## config.mk

```make
export PLATFORM = sky130hd
export DESIGN_NAME = reg_arbiter
export DESIGN_NICKNAME = d
export VERILOG_FILES = /design/src/rtl/reg_arbiter.sv
export SDC_FILE = /design/constraint.sdc
export NUM_CORES = 1
export LEC_CHECK = 0
export CAP_MARGIN = 20
export CORE_MARGIN = 2
export CORE_UTILIZATION = 30
export DETAILED_ROUTE_END_ITERATION = 8
export GPL_TIMING_DRIVEN = 0
export MAX_ROUTING_LAYER = met4
export PLACE_DENSITY_LB_ADDON = 0.25
export SLEW_MARGIN = 30
export SYNTH_ARGS = -nofsm -noshare
export SYNTH_HDL_FRONTEND = slang
export SYNTH_SLANG_ARGS = --single-unit
```

## constraint.sdc

```tcl
create_clock -name clk -period 1.6 [get_ports clk]
set_clock_uncertainty 0.05 [all_clocks]
set_input_delay 0.24 -clock clk [delete_from_list [all_inputs] [get_ports clk]]
set_output_delay 0.24 -clock clk [all_outputs]
set_load 0.05 [all_outputs]
```

## src/rtl/reg_arbiter.sv

```systemverilog
// Shares one register-port slave between NPORTS requesters, one slave slot per cycle.
// Round-robin grant by default; define REG_ARB_FIXED_PRIO_EN for lowest-index-wins priority.
module reg_arbiter #(
  parameter int unsigned NPORTS = 2,
  parameter int unsigned AWIDTH = 2,
  parameter int unsigned DWIDTH = 32
) (
  input  logic                     clk,
  input  logic                     reset_n,
  input  logic [NPORTS-1:0]        m_rd,
  input  logic [NPORTS-1:0]        m_wr,
  input  logic [NPORTS*AWIDTH-1:0] m_raddr,
  input  logic [NPORTS*AWIDTH-1:0] m_waddr,
  input  logic [NPORTS*DWIDTH-1:0] m_wdata,
  output logic [NPORTS-1:0]        m_ack,
  output logic [NPORTS-1:0]        m_rvalid,
  output logic [DWIDTH-1:0]        m_rdata,
  output logic                     s_rd,
  output logic                     s_wr,
  output logic [AWIDTH-1:0]        s_raddr,
  output logic [AWIDTH-1:0]        s_waddr,
  output logic [DWIDTH-1:0]        s_wdata,
  input  logic [DWIDTH-1:0]        s_rdata
);

  localparam int unsigned PW = (NPORTS > 1) ? $clog2(NPORTS) : 1;

  logic [NPORTS-1:0] req;
  logic              gnt_vld;
  logic [PW-1:0]     gnt_idx;

  logic              s_rd_q, s_rd_d;
  logic              s_wr_q, s_wr_d;
  logic [AWIDTH-1:0] s_raddr_q, s_raddr_d;
  logic [AWIDTH-1:0] s_waddr_q, s_waddr_d;
  logic [DWIDTH-1:0] s_wdata_q, s_wdata_d;
  logic [NPORTS-1:0] m_ack_q, m_ack_d;
  logic [NPORTS-1:0] m_rvalid_q, m_rvalid_d;

  // A port acked this cycle is masked so its still-held request is not issued twice.
  always_comb begin
    req = (m_rd | m_wr) & ~m_ack_q;
  end

`ifdef REG_ARB_FIXED_PRIO_EN
  // Descending scan: the lowest requesting index is written last and wins.
  always_comb begin
    gnt_vld = 1'b0;
    gnt_idx = '0;
    for (int i = NPORTS - 1; i >= 0; i--) begin
      if (req[i]) begin
        gnt_vld = 1'b1;
        gnt_idx = PW'(i);
      end
    end
  end
`else
  logic [PW-1:0] ptr_q, ptr_d;
  int unsigned   rr_idx;

  // Descending offset scan from the pointer: the smallest offset wins.
  always_comb begin
    gnt_vld = 1'b0;
    gnt_idx = '0;
    rr_idx  = 0;
    for (int off = NPORTS - 1; off >= 0; off--) begin
      rr_idx = int'(ptr_q) + off;
      if (rr_idx >= NPORTS) begin
        rr_idx = rr_idx - NPORTS;
      end
      if (req[rr_idx]) begin
        gnt_vld = 1'b1;
        gnt_idx = PW'(rr_idx);
      end
    end
  end

  always_comb begin
    ptr_d = ptr_q;
    if (gnt_vld) begin
      ptr_d = (gnt_idx == PW'(NPORTS - 1)) ? '0 : gnt_idx + 1'b1;
    end
  end

  always_ff @(posedge clk or negedge reset_n) begin
    if (!reset_n) begin
      ptr_q <= '0;
    end else begin
      ptr_q <= ptr_d;
    end
  end
`endif

  always_comb begin
    s_rd_d     = 1'b0;
    s_wr_d     = 1'b0;
    s_raddr_d  = s_raddr_q;
    s_waddr_d  = s_waddr_q;
    s_wdata_d  = s_wdata_q;
    m_ack_d    = '0;
    if (gnt_vld) begin
      s_rd_d            = m_rd[gnt_idx];
      s_wr_d            = m_wr[gnt_idx];
      s_raddr_d         = m_raddr[gnt_idx*AWIDTH +: AWIDTH];
      s_waddr_d         = m_waddr[gnt_idx*AWIDTH +: AWIDTH];
      s_wdata_d         = m_wdata[gnt_idx*DWIDTH +: DWIDTH];
      m_ack_d[gnt_idx]  = 1'b1;
    end
    // Read data arrives one cycle after s_rd; tag it with the port that issued it.
    m_rvalid_d = s_rd_q ? m_ack_q : '0;
  end

  always_ff @(posedge clk or negedge reset_n) begin
    if (!reset_n) begin
      s_rd_q     <= 1'b0;
      s_wr_q     <= 1'b0;
      s_raddr_q  <= '0;
      s_waddr_q  <= '0;
      s_wdata_q  <= '0;
      m_ack_q    <= '0;
      m_rvalid_q <= '0;
    end else begin
      s_rd_q     <= s_rd_d;
      s_wr_q     <= s_wr_d;
      s_raddr_q  <= s_raddr_d;
      s_waddr_q  <= s_waddr_d;
      s_wdata_q  <= s_wdata_d;
      m_ack_q    <= m_ack_d;
      m_rvalid_q <= m_rvalid_d;
    end
  end

  assign s_rd     = s_rd_q;
  assign s_wr     = s_wr_q;
  assign s_raddr  = s_raddr_q;
  assign s_waddr  = s_waddr_q;
  assign s_wdata  = s_wdata_q;
  assign m_ack    = m_ack_q;
  assign m_rvalid = m_rvalid_q;
  assign m_rdata  = s_rdata;

endmodule

```

[Word level (Yosys, flattened, before mapping)]
Index checks and enable logic that the tools add are counted.
Operators by class
  add/sub/neg operators: 4
  multipliers: 0
  div/mod/pow operators: 0
  magnitude comparators: 6
  equal/unequal tests: 0
  shift operators: 3
  mux-type cells: 21
  bitwise logic cells: 3
  reductions and logical operators: 1
Operators with widths (number)
  $lt 32x2->1 const B: 2
  $mux 32: 2
  $shiftx 64x7->32: 1
  $mux 1: 16
  $shiftx 4x3->2: 2
  $mux 2: 2
  $sub 1x2->3 const B: 1
  $sub 2x2->3 const B: 1
  $add 1x1->2 const B: 1
  $and 2x2->2: 1
  $ge 1x2->1 const B: 1
  $ge 2x2->1 const B: 1
  $lt 1x2->1 const B: 1
  $not 2->2: 1
  $or 2x2->2: 1
  $add 1x1->1 const B: 1
  $demux 1 s1: 1
  $ge 1x1->1 const B: 1
  $logic_and 1x1->1: 1
Word-level totals
  bits in registers: 43
  bits in latches: 0
  RAM bits: 0
  bits in read-only memories: 0
  bits of input ports: 110
  memories kept: 0

[Longest topological paths before layout]
Gate-level depths: netlist of run 1.
  depth in word-level cells: 12
  gate-level depth with buffers: 5
  mapped depth without buffers: 3

[Worst setup path before layout of run 1]
No wires, ideal clock.
  path type: reg2reg
  from: register m_ack_q[0] (netlist: m_ack[0])
  to: register s_wdata_q[22] (netlist: s_wdata[22])
  library setup time: 0.123 ns
  data arrival time: 1.473 ns
  data required time: 1.427 ns
  setup slack: -0.046 ns
  stages on the path, launching flop included: 6
  buffers on the path: 2
  period minus slack after synthesis: 1.646 ns
  path through: dfrtp_1 > o21bai_4 > o21bai_4 > buf_6 > buf_6 > o221a_1
Between the ends
  cells in the longest elaborated chain, start to end: 7
  elaborated cells between the ends (all ways): 11
Ends and longest elaborated chain
  start, declared: RTL line 37  | logic [NPORTS-1:0] m_ack_q, m_ack_d;
  start signal, assigned: RTL line 128  | m_ack_q <= m_ack_d;
  $not 2->2 (*): RTL line 42  | req = (m_rd | m_wr) & ~m_ack_q;
  $and 2x2->2 (*): RTL line 42
  $mux 1 (implied by the code) (2 in series): RTL line 71  | if (req[rr_idx]) begin
  $mux 1 (2 in series): RTL line 71
  $shiftx 64x7->32: RTL line 106  | s_wdata_d = m_wdata[gnt_idx*DWIDTH +: DWIDTH];
  end signal, assigned: RTL line 127  | s_wdata_q <= s_wdata_d;
  end, declared: RTL line 36  | logic [DWIDTH-1:0] s_wdata_q, s_wdata_d;
Mark *: on every way between the ends. The rest lies on a longest branch, timed or not. The select of a mux whose other input is x is not followed.
A chain may end at the register's enable or synchronous reset.

[Final worst setup path of run 1]
  from: register m_ack_q[0] (netlist: m_ack[0])
  to: register s_wdata_q[24] (netlist: s_wdata[24])
The elaborated chain is that of the path after synthesis.

==> results of run 1 <==
## per-stage QoR
step,std cells,hold slack (ns),TNS [ns],worst slack (ns)
2_1_floorplan,180,-0.106,0,0.0502
3_3_place_gp,430,0.440,-49.92,-1.14
3_5_place_dp,430,0.221,-8.18,-0.292
4_1_cts,439,0.452,0,0.0339
5_1_grt,439,0.465,0,0.0232
6_report,439,0.427,0,0.0936
## cell usage in the layout, fill, tap and decap left out, types with 5 or more instances in the layout
cell and instances:
buf_4 33, clkbuf_4 8, clkbuf_8 5, clkdlybuf4s50_1 108, dfrtp_1 41, dlygate4sd2_1 42
inv_1 7, nand3b_1 36, o221a_1 17, o221a_2 19
## power groups by stage
stage	clock network, W	logic, W	registers (W)
2_1_floorplan	0	0.00177	0.00371
3_3_place_gp	0	0.00537	0.00187
3_5_place_dp	0	0.00540	0.00190
4_1_cts	0.00104	0.00505	0.00186
5_1_grt	0.00108	0.00529	0.00193
6_report	0.00101	0.00503	0.00186
## layer usage
layer  vias to the layer above  share of wire  routed length [um]
met2                       117           0.49                3320
met5                         -              0                   0
met3                         5          0.069                 470
met4                         0         0.0088                  60
li1                        962              -                   -
met1                      1001           0.43                2960
## area by class of cell
class	instances	area, um2
clock buffer	6	72.6
clock inverter	2	60.1
multi-input combinational	82	785
tap	99	124
timing repair buffer	152	1470
buffer	48	365
fill	662	3240
inverter	7	26.3
sequential	43	1080
## flip-flops by register name, indices dropped and copies added (netlist names)
signal    cells
ptr_q         1
s_wdata      32
s_waddr       2
s_rd          1
m_rvalid      2
s_raddr       2
s_wr          1
m_ack         2
## cells in the mapped netlist
cell type | count | area, um2
buf_6 | 4 | 45.0
nor2_1 | 1 | 3.75
o21bai_4 | 4 | 75.1
buf_2 | 12 | 60.1
nand3b_1 | 36 | 270
and2_1 | 2 | 12.5
o22ai_1 | 2 | 12.5
buf_4 | 32 | 240
o221a_2 | 19 | 214
o221a_1 | 17 | 191
dfrtp_1 | 43 | 1080
inv_1 | 7 | 26.3
a21oi_1 | 1 | 5.00
## worst reg2reg max path, delay by kind of cell (launching register included)
kind | cells | cell delay, ns
compound gates | 3 | 0.63
buf+inv | 2 | 0.29
flops | 1 | 0.42
## logic make-up after synthesis
logic type             synth area share
AOI/OAI and AO/OA                 0.223
buffers and inverters             0.166
DFF                               0.482
and+or+nand+nor                   0.128
## worst paths after layout
check,start,endpoint,slack (ns),depth (start not counted)
worst min-delay path,reset_n,m_rvalid[0],0.43,2
worst min register to register,m_ack[1],m_rvalid[1],0.46,1
max in group asynchronous,reset_n,m_ack[1],0.66,2
min in group clk,m_ack[1],m_rvalid[1],0.46,1
worst max register to register,m_ack[0],s_wdata[24],0.09,5
worst max-delay path,m_ack[0],s_wdata[24],0.09,5
## timing repair
item                                   4_1_cts  5_1_grt
endpoints found under the hold margin       43        0
hold buffers                                 1        0
resized for setup                           42        8
setup endpoints to repair                   42       29
buffers inserted                             0        0
==> flow_summary.toml, run 1 <==
[route]
antenna_left = 0
via_per_inst = 4.75
num_vias = 2085
first_pass_iters = 4
wl_per_cell_um = 15.5
drtIter0Drc = 65
drc = 0
totalWireLength_um = 6820

[setup_path]
critPathMaxFanout = 10
crit_family = "compound AO/OA/AOI/OAI gates"
path_cells = "o21bai_4 > o21bai_4 > buf_6 > buf_6 > o221a_1"
slowest_stage = "dfrtp_2"
cp-end-kind = "register"
critical_path_class = "register to register"
required_ns = 1.73
worstPathArrival_ns = 1.64
max_stage_delay_ns = 0.42
start_kind = "register"
crit_buf_inv = 2

[pwr]
p_leak_nw = 1.65
p_seq_frac = 0.235
switching_share = 0.488
p_switching_w = 0.00385
total_power_w = 0.00790
power.density_nw_per_um2 = 1990
comb_power_share = 0.637
internal_power_w = 0.00404
power_frac_clock = 0.128
vdd_drop_max_mv = 0.945

[clock_tree]
cts-root-buf = "clkbuf_8"
cts_tree = "built"
cts_buffers = 5
htree_num_levels = 2
cts_sinks = 43
clkLatencyLatePin_ns = 0.30
cts_buffer_depth = 2
cts.clk_slew.worst_paths_ns = 0.09

[finish]
syn2layout_area_growth_pct = 78.2
finish.instance_area_um2 = 3980
finish.utilization = 0.551
diodes = 0
layout-drive-gt1-share = 0.238
nets = 449

[timing]
worstMarginPinSlew_ns = 0.550
relSlewSlack = 0.633
fmaxAchievable_mhz = 664
period_needed_ns = 1.51
rsz0062_at_grt = "no"
setup_viol = 0
drv_slew = 0
post-route-period-util = 0.942
report.final.hold_viol_count = 0

[global_routing]
first_global_vias = 2189
busiest_layer = "met2"
met3_usage = 0.0442
grt_pass1_wl_um = 11000
grt_use_met1 = 0.221
gr-usage-all-layers = 0.170
grt_use_met2 = 0.271
grt_max_degree = 44
grt.overflow.total = 0
grt_antenna_before_repair = 0

[worst_hold_path]
hold_class = "primary input to asynchronous set/reset pin"

[place]
hpwlAfterDp_um = 5180
portBuffers = 151
place_congestion = 0.691
placed_area_um2 = 3870

[yosys]
ys_seq_elements = 43
syn_inst = 180
synth.distinct_cells = 13
ys_seq_area_frac = 0.482
ys.warnings.count = 0
syn_area_um2 = 2230
synthesis.nets = 290
avgSynthCellArea_um2 = 12.4

[die]
core-area_um2 = 7210
ios = 184
die_area_um2 = 8150
die_w_um = 90.3
die_h_um = 90.3
start_util = 0.309
num_rows = 31

[status]
status = "finished, final reports clean"

[run]
drv_cap = 0
Note: power is estimated with default switching activity, not from simulation.
==> run 2: changes to the inputs <==
--- a/config.mk
+++ b/config.mk
@@ -8,10 +8,11 @@
 export CAP_MARGIN = 20
 export CORE_MARGIN = 2
 export CORE_UTILIZATION = 30
+export CTS_CLUSTER_SIZE = 30
 export DETAILED_ROUTE_END_ITERATION = 8
 export GPL_TIMING_DRIVEN = 0
 export MAX_ROUTING_LAYER = met4
-export PLACE_DENSITY_LB_ADDON = 0.25
+export PLACE_DENSITY = 0.71
 export SLEW_MARGIN = 30
 export SYNTH_ARGS = -nofsm -noshare
 export SYNTH_HDL_FRONTEND = slang
==> run 2 against run 1 <==
Flip-flop and latch count unchanged; largest cell class unchanged; final cell count did not move; critical path type is now primary input to register; power shrank 1.9%; clock power is 16% lower; via count down 1.8%; hold slack improved by 0.0070 ns; final area down 0.69%; die area unchanged; first-iteration DRC count is 14% higher; non-clock buffer count unchanged; global-route usage increased by 0.57 points; critical path depth rose by 1.
==> flow_summary.toml, run 2 (synthesis gave the netlist of run 1 again) <==
[pwr]
p_leak_nw = 1.64
power.density_nw_per_um2 = 1960
vdd_drop_max_mv = 0.764
total_power_w = 0.00774

[clock_tree]
cts_buffer_depth = 2
cts.clk_slew.worst_paths_ns = 0.08
cts_sinks = 43
clkLatencyLatePin_ns = 0.29
cts_tree = "built"
cts_buffers = 5
cts-root-buf = "clkbuf_8"
htree_num_levels = 2

[die]
num_rows = 31
die_h_um = 90.3
start_util = 0.309
ios = 184
core-area_um2 = 7210
die_area_um2 = 8150
die_w_um = 90.3

[route]
totalWireLength_um = 7050
drtIter0Drc = 74
antenna_left = 0
via_per_inst = 4.66
wl_per_cell_um = 16.1
drc = 0
num_vias = 2047
first_pass_iters = 4

[setup_path]
ff2ff_path_depth = 5
rr_endpoint = "s_wdata[24]"
start_kind = "primary input"
crit_start = "m_wr[1]"
worstPathArrival_ns = 1.66
crit_path_end = "s_wdata[5]"
critical_path_class = "primary input to register"
critPathMaxFanout = 10
ff2ff_setup_slack_ns = 0.10
r2r_start = "m_ack[0]"
cp-end-kind = "register"
required_ns = 1.73

[finish]
nets = 449
syn2layout_area_growth_pct = 77.0
largest_reg_flops = 32
final_common_cell = "clkdlybuf4s50_1"
fill_cells = 651
layout-drive-gt1-share = 0.241
diodes = 0
final_cell_mix = "clkdlybuf4s50_1 (108), dlygate4sd2_1 (42), dfrtp_1 (41)"

[timing]
relSlewSlack = 0.629
fmaxAchievable_mhz = 656
report.final.hold_viol_count = 0
period_needed_ns = 1.53
rsz0062_at_grt = "no"
setup_viol = 0
worstMarginPinSlew_ns = 0.557
post-route-period-util = 0.953
drv_slew = 0
hold_ws_ns = 0.434

[global_routing]
first_global_vias = 2131
grt_max_degree = 44
grt.overflow.total = 0
gr-usage-all-layers = 0.176
grt_antenna_before_repair = 0
grt_pass1_wl_um = 10900

[place]
place_congestion = 0.721
portBuffers = 151
hpwlAfterDp_um = 5270

[run]
drv_cap = 0

[status]
status = "finished, final reports clean"

[worst_hold_path]
hold_class = "primary input to asynchronous set/reset pin"
[run 2: cell type report]
| cell class | count | area [um2] | share of cell area |
|---|---|---|---|
| plain buffers | 48 | 358 | 0.0906 |
| inverters | 7 | 26.3 | 0.00665 |
| clock inverters | 3 | 43.8 | 0.0111 |
| clock buffers | 5 | 68.8 | 0.0174 |
| multi-input cells | 82 | 785 | 0.199 |
| well taps | 99 | 124 | 0.0314 |
| repair buffers | 152 | 1470 | 0.371 |
| flip-flops and latches | 43 | 1080 | 0.273 |
[run 2: worst min path at each step]
stage	startpoint	endpoint	slack (ns)	depth (start not counted)
final	reset_n	s_wdata[22]	0.43	2
after detailed placement	reset_n	s_wdata[22]	0.22	1
after floorplan	reset_n	m_ack[0]	-0.11	0
after CTS	reset_n	s_wdata[25]	0.44	2
after global routing	reset_n	s_wdata[22]	0.47	2
after global placement	s_rd	m_rvalid[0]	0.44	1
[run 2: power by group]
group | total [W] | switching, W | internal (W)
Clock | 0.000852 | 0.000387 | 0.000465
Sequential | 0.00185 | 0.000229 | 0.00162
Combinational | 0.00504 | 0.00326 | 0.00178
[run 2: metrics by stage]
step | TNS (ns) | area, um2 | std cells | util | setup WS (ns)
2_1_floorplan | 0 | 2230 | 180 | - | 0.0502
3_5_place_dp | -9.51 | 3870 | 430 | 0.536 | -0.327
3_3_place_gp | -49.34 | 3870 | 430 | 0.536 | -1.12
5_1_grt | 0 | 3950 | 439 | 0.548 | 0.00356
6_report | 0 | 3950 | 439 | 0.548 | 0.0745
4_1_cts | 0 | 3940 | 439 | 0.546 | 0.00929
[run 2: layer usage]
metal,up-vias,part of all wire,track usage
li1,963,-,-
met1,978,0.41,0.199
met2,104,0.52,0.306
met3,2,0.066,0.0526
met4,0,0.0054,0.0423
met5,-,0,-
[run 2: repair_timing]
| action | CTS | global route |
|---|---|---|
| resized for setup | 44 | 3 |
| hold buffers | 1 | 0 |
| endpoints found under the hold margin | 43 | 0 |
| buffers inserted | 0 | 0 |
| endpoints found under the setup margin | 49 | 19 |
[run 2: critical path: stages]
cell and delay (ns):
clkdlybuf4s50_1 0.47, o21bai_4 0.22, buf_4 0.22, buf_2 0.25, nand3b_1 0.12, o221a_2 0.14
==> run 3: changes to the inputs <==
--- a/config.mk
+++ b/config.mk
@@ -7,12 +7,13 @@
 export LEC_CHECK = 0
 export CAP_MARGIN = 20
 export CORE_MARGIN = 2
-export CORE_UTILIZATION = 30
+export CORE_UTILIZATION = 33
 export CTS_CLUSTER_SIZE = 30
 export DETAILED_ROUTE_END_ITERATION = 8
 export GPL_TIMING_DRIVEN = 0
 export MAX_ROUTING_LAYER = met4
-export PLACE_DENSITY = 0.71
+export PLACE_DENSITY = 0.78
+export RECOVER_POWER = 25
 export SLEW_MARGIN = 30
 export SYNTH_ARGS = -nofsm -noshare
 export SYNTH_HDL_FRONTEND = slang
==> run 3 against run 2 <==
Maximum frequency up 0.85%; largest cell class unchanged; utilization rose by 5.7 points; sequential power hardly changed.
==> flow_summary.toml, run 3 (synthesis gave the netlist of run 1 again) <==
[status]
status = "finished, final reports clean"

[route]
drtIter0Drc = 95
drc = 0
via_per_inst = 4.99
first_pass_iters = 4
wl_per_cell_um = 16.4
totalWireLength_um = 6870
antenna_left = 0
num_vias = 2085

[pwr]
power.density_nw_per_um2 = 1940
vdd_drop_max_mv = 1.17
total_power_w = 0.00757
p_leak_nw = 1.63

[setup_path]
critPathMaxFanout = 10
critical_path_class = "primary input to register"
crit_buf_inv = 3
path_cells = "clkdlybuf4s50_1 > o21bai_4 > clkbuf_4 > buf_2 > nand3b_1 > o221a_2"
required_ns = 1.73
cp-end-kind = "register"
max_stage_delay_ns = 0.46
crit_family = "buffers and inverters"
start_kind = "primary input"
slowest_stage = "clkdlybuf4s50_1"
worstPathArrival_ns = 1.64

[global_routing]
grt_pass1_wl_um = 10400
grt_max_degree = 29
grt.overflow.total = 0
grt_antenna_before_repair = 0
gr-usage-all-layers = 0.187
first_global_vias = 2190

[run]
drv_cap = 0

[worst_hold_path]
hold_class = "register to register"

[clock_tree]
cts_buffer_depth = 2
cts-root-buf = "clkbuf_8"
cts_buffers = 5
cts_sinks = 43
htree_num_levels = 2
cts_tree = "built"
clkLatencyLatePin_ns = 0.29
cts.clk_slew.worst_paths_ns = 0.08

[place]
place_congestion = 0.740
portBuffers = 151
hpwlAfterDp_um = 5210
placed_area_um2 = 3860

[timing]
period_needed_ns = 1.51
hold_ws_ns = 0.458
worstMarginPinSlew_ns = 0.915
relSlewSlack = 0.390
post-route-period-util = 0.945
fmaxAchievable_mhz = 661
rsz0062_at_grt = "no"
report.final.hold_viol_count = 0
drv_slew = 0
setup_viol = 0

[finish]
syn2layout_area_growth_pct = 75.1
nets = 450
layout-drive-gt1-share = 0.238
final_common_cell = "clkdlybuf4s50_1"
final_cell_mix = "clkdlybuf4s50_1 (108), dlygate4sd2_1 (42), dfrtp_1 (41)"
largest_reg_flops = 32
diodes = 0
finish.instance_area_um2 = 3910

[die]
die_h_um = 86.2
core-area_um2 = 6460
die_area_um2 = 7440
start_util = 0.346
ios = 184
die_w_um = 86.2
num_rows = 29
[run 3: layout make-up]
cell class / instances / area, um2
Inverter: 7 / 26.3
Buffer: 48 / 363
Tap cell: 77 / 96.3
Multi-Input combinational cell: 82 / 785
Sequential cell: 43 / 1080
Fill cell: 536 / 2550
Timing Repair Buffer: 153 / 1470
Clock buffer: 6 / 72.6
Clock inverter: 2 / 12.5
[run 3: power by group]
group | switching [W] | total [W] | internal, W
Combinational | 0.00324 | 0.00503 | 0.00179
Sequential | 0.000236 | 0.00186 | 0.00162
Clock | 0.000376 | 0.000682 | 0.000305
Total | 0.00385 | 0.00757 | 0.00372
[run 3: timing repair]
action / in CTS / in global routing
setup buffers: 0 / 0
setup endpoints to repair: 42 / 26
hold endpoints to repair: 15 / 0
cloned: 0 / 0
hold buffers: 1 / 0
gates resized for setup: 42 / 7
[run 3: path summary, 6_finish.rpt]
path                       cells past startpoint     endpoint  slack [ns]      from
max                                            6   s_raddr[1]        0.09   m_wr[1]
min                                            1  m_rvalid[0]        0.46      s_rd
max reg2reg                                    5  s_wdata[23]        0.10  m_ack[0]
min reg2reg                                    1  m_rvalid[0]        0.46      s_rd
max in group asynchronous                      3     m_ack[0]        0.19   reset_n
min in group asynchronous                      2  s_wdata[28]        0.54   reset_n
[run 3: metrics by stage]
step / util / std cells / setup WS [ns] / setup TNS (ns)
4_1_cts: 0.604 / 418 / 0.0404 / 0
3_3_place_gp: 0.595 / 408 / -1.03 / -45.23
5_1_grt: 0.605 / 418 / 0.00425 / 0
3_5_place_dp: 0.597 / 409 / -0.272 / -7.80
6_report: 0.605 / 418 / 0.0874 / 0
2_1_floorplan: - / 180 / 0.0502 / 0
[run 3: worst reg2reg max path: stages, from the launching register on]
cell	delay, ns
dfrtp_2	0.42
o21bai_4	0.19
o21bai_4	0.19
buf_6	0.15
buf_6	0.14
o221a_1	0.25
[run 3: routing by layer]
metal | GRT usage | vias up | wire length, um | part of all wire
li1 | - | 965 | - | -
met1 | 0.229 | 992 | 2860 | 0.42
met2 | 0.311 | 124 | 3410 | 0.50
met3 | 0.0457 | 4 | 545 | 0.079
met4 | 0.0511 | 0 | 56 | 0.0082
met5 | - | - | 0 | 0
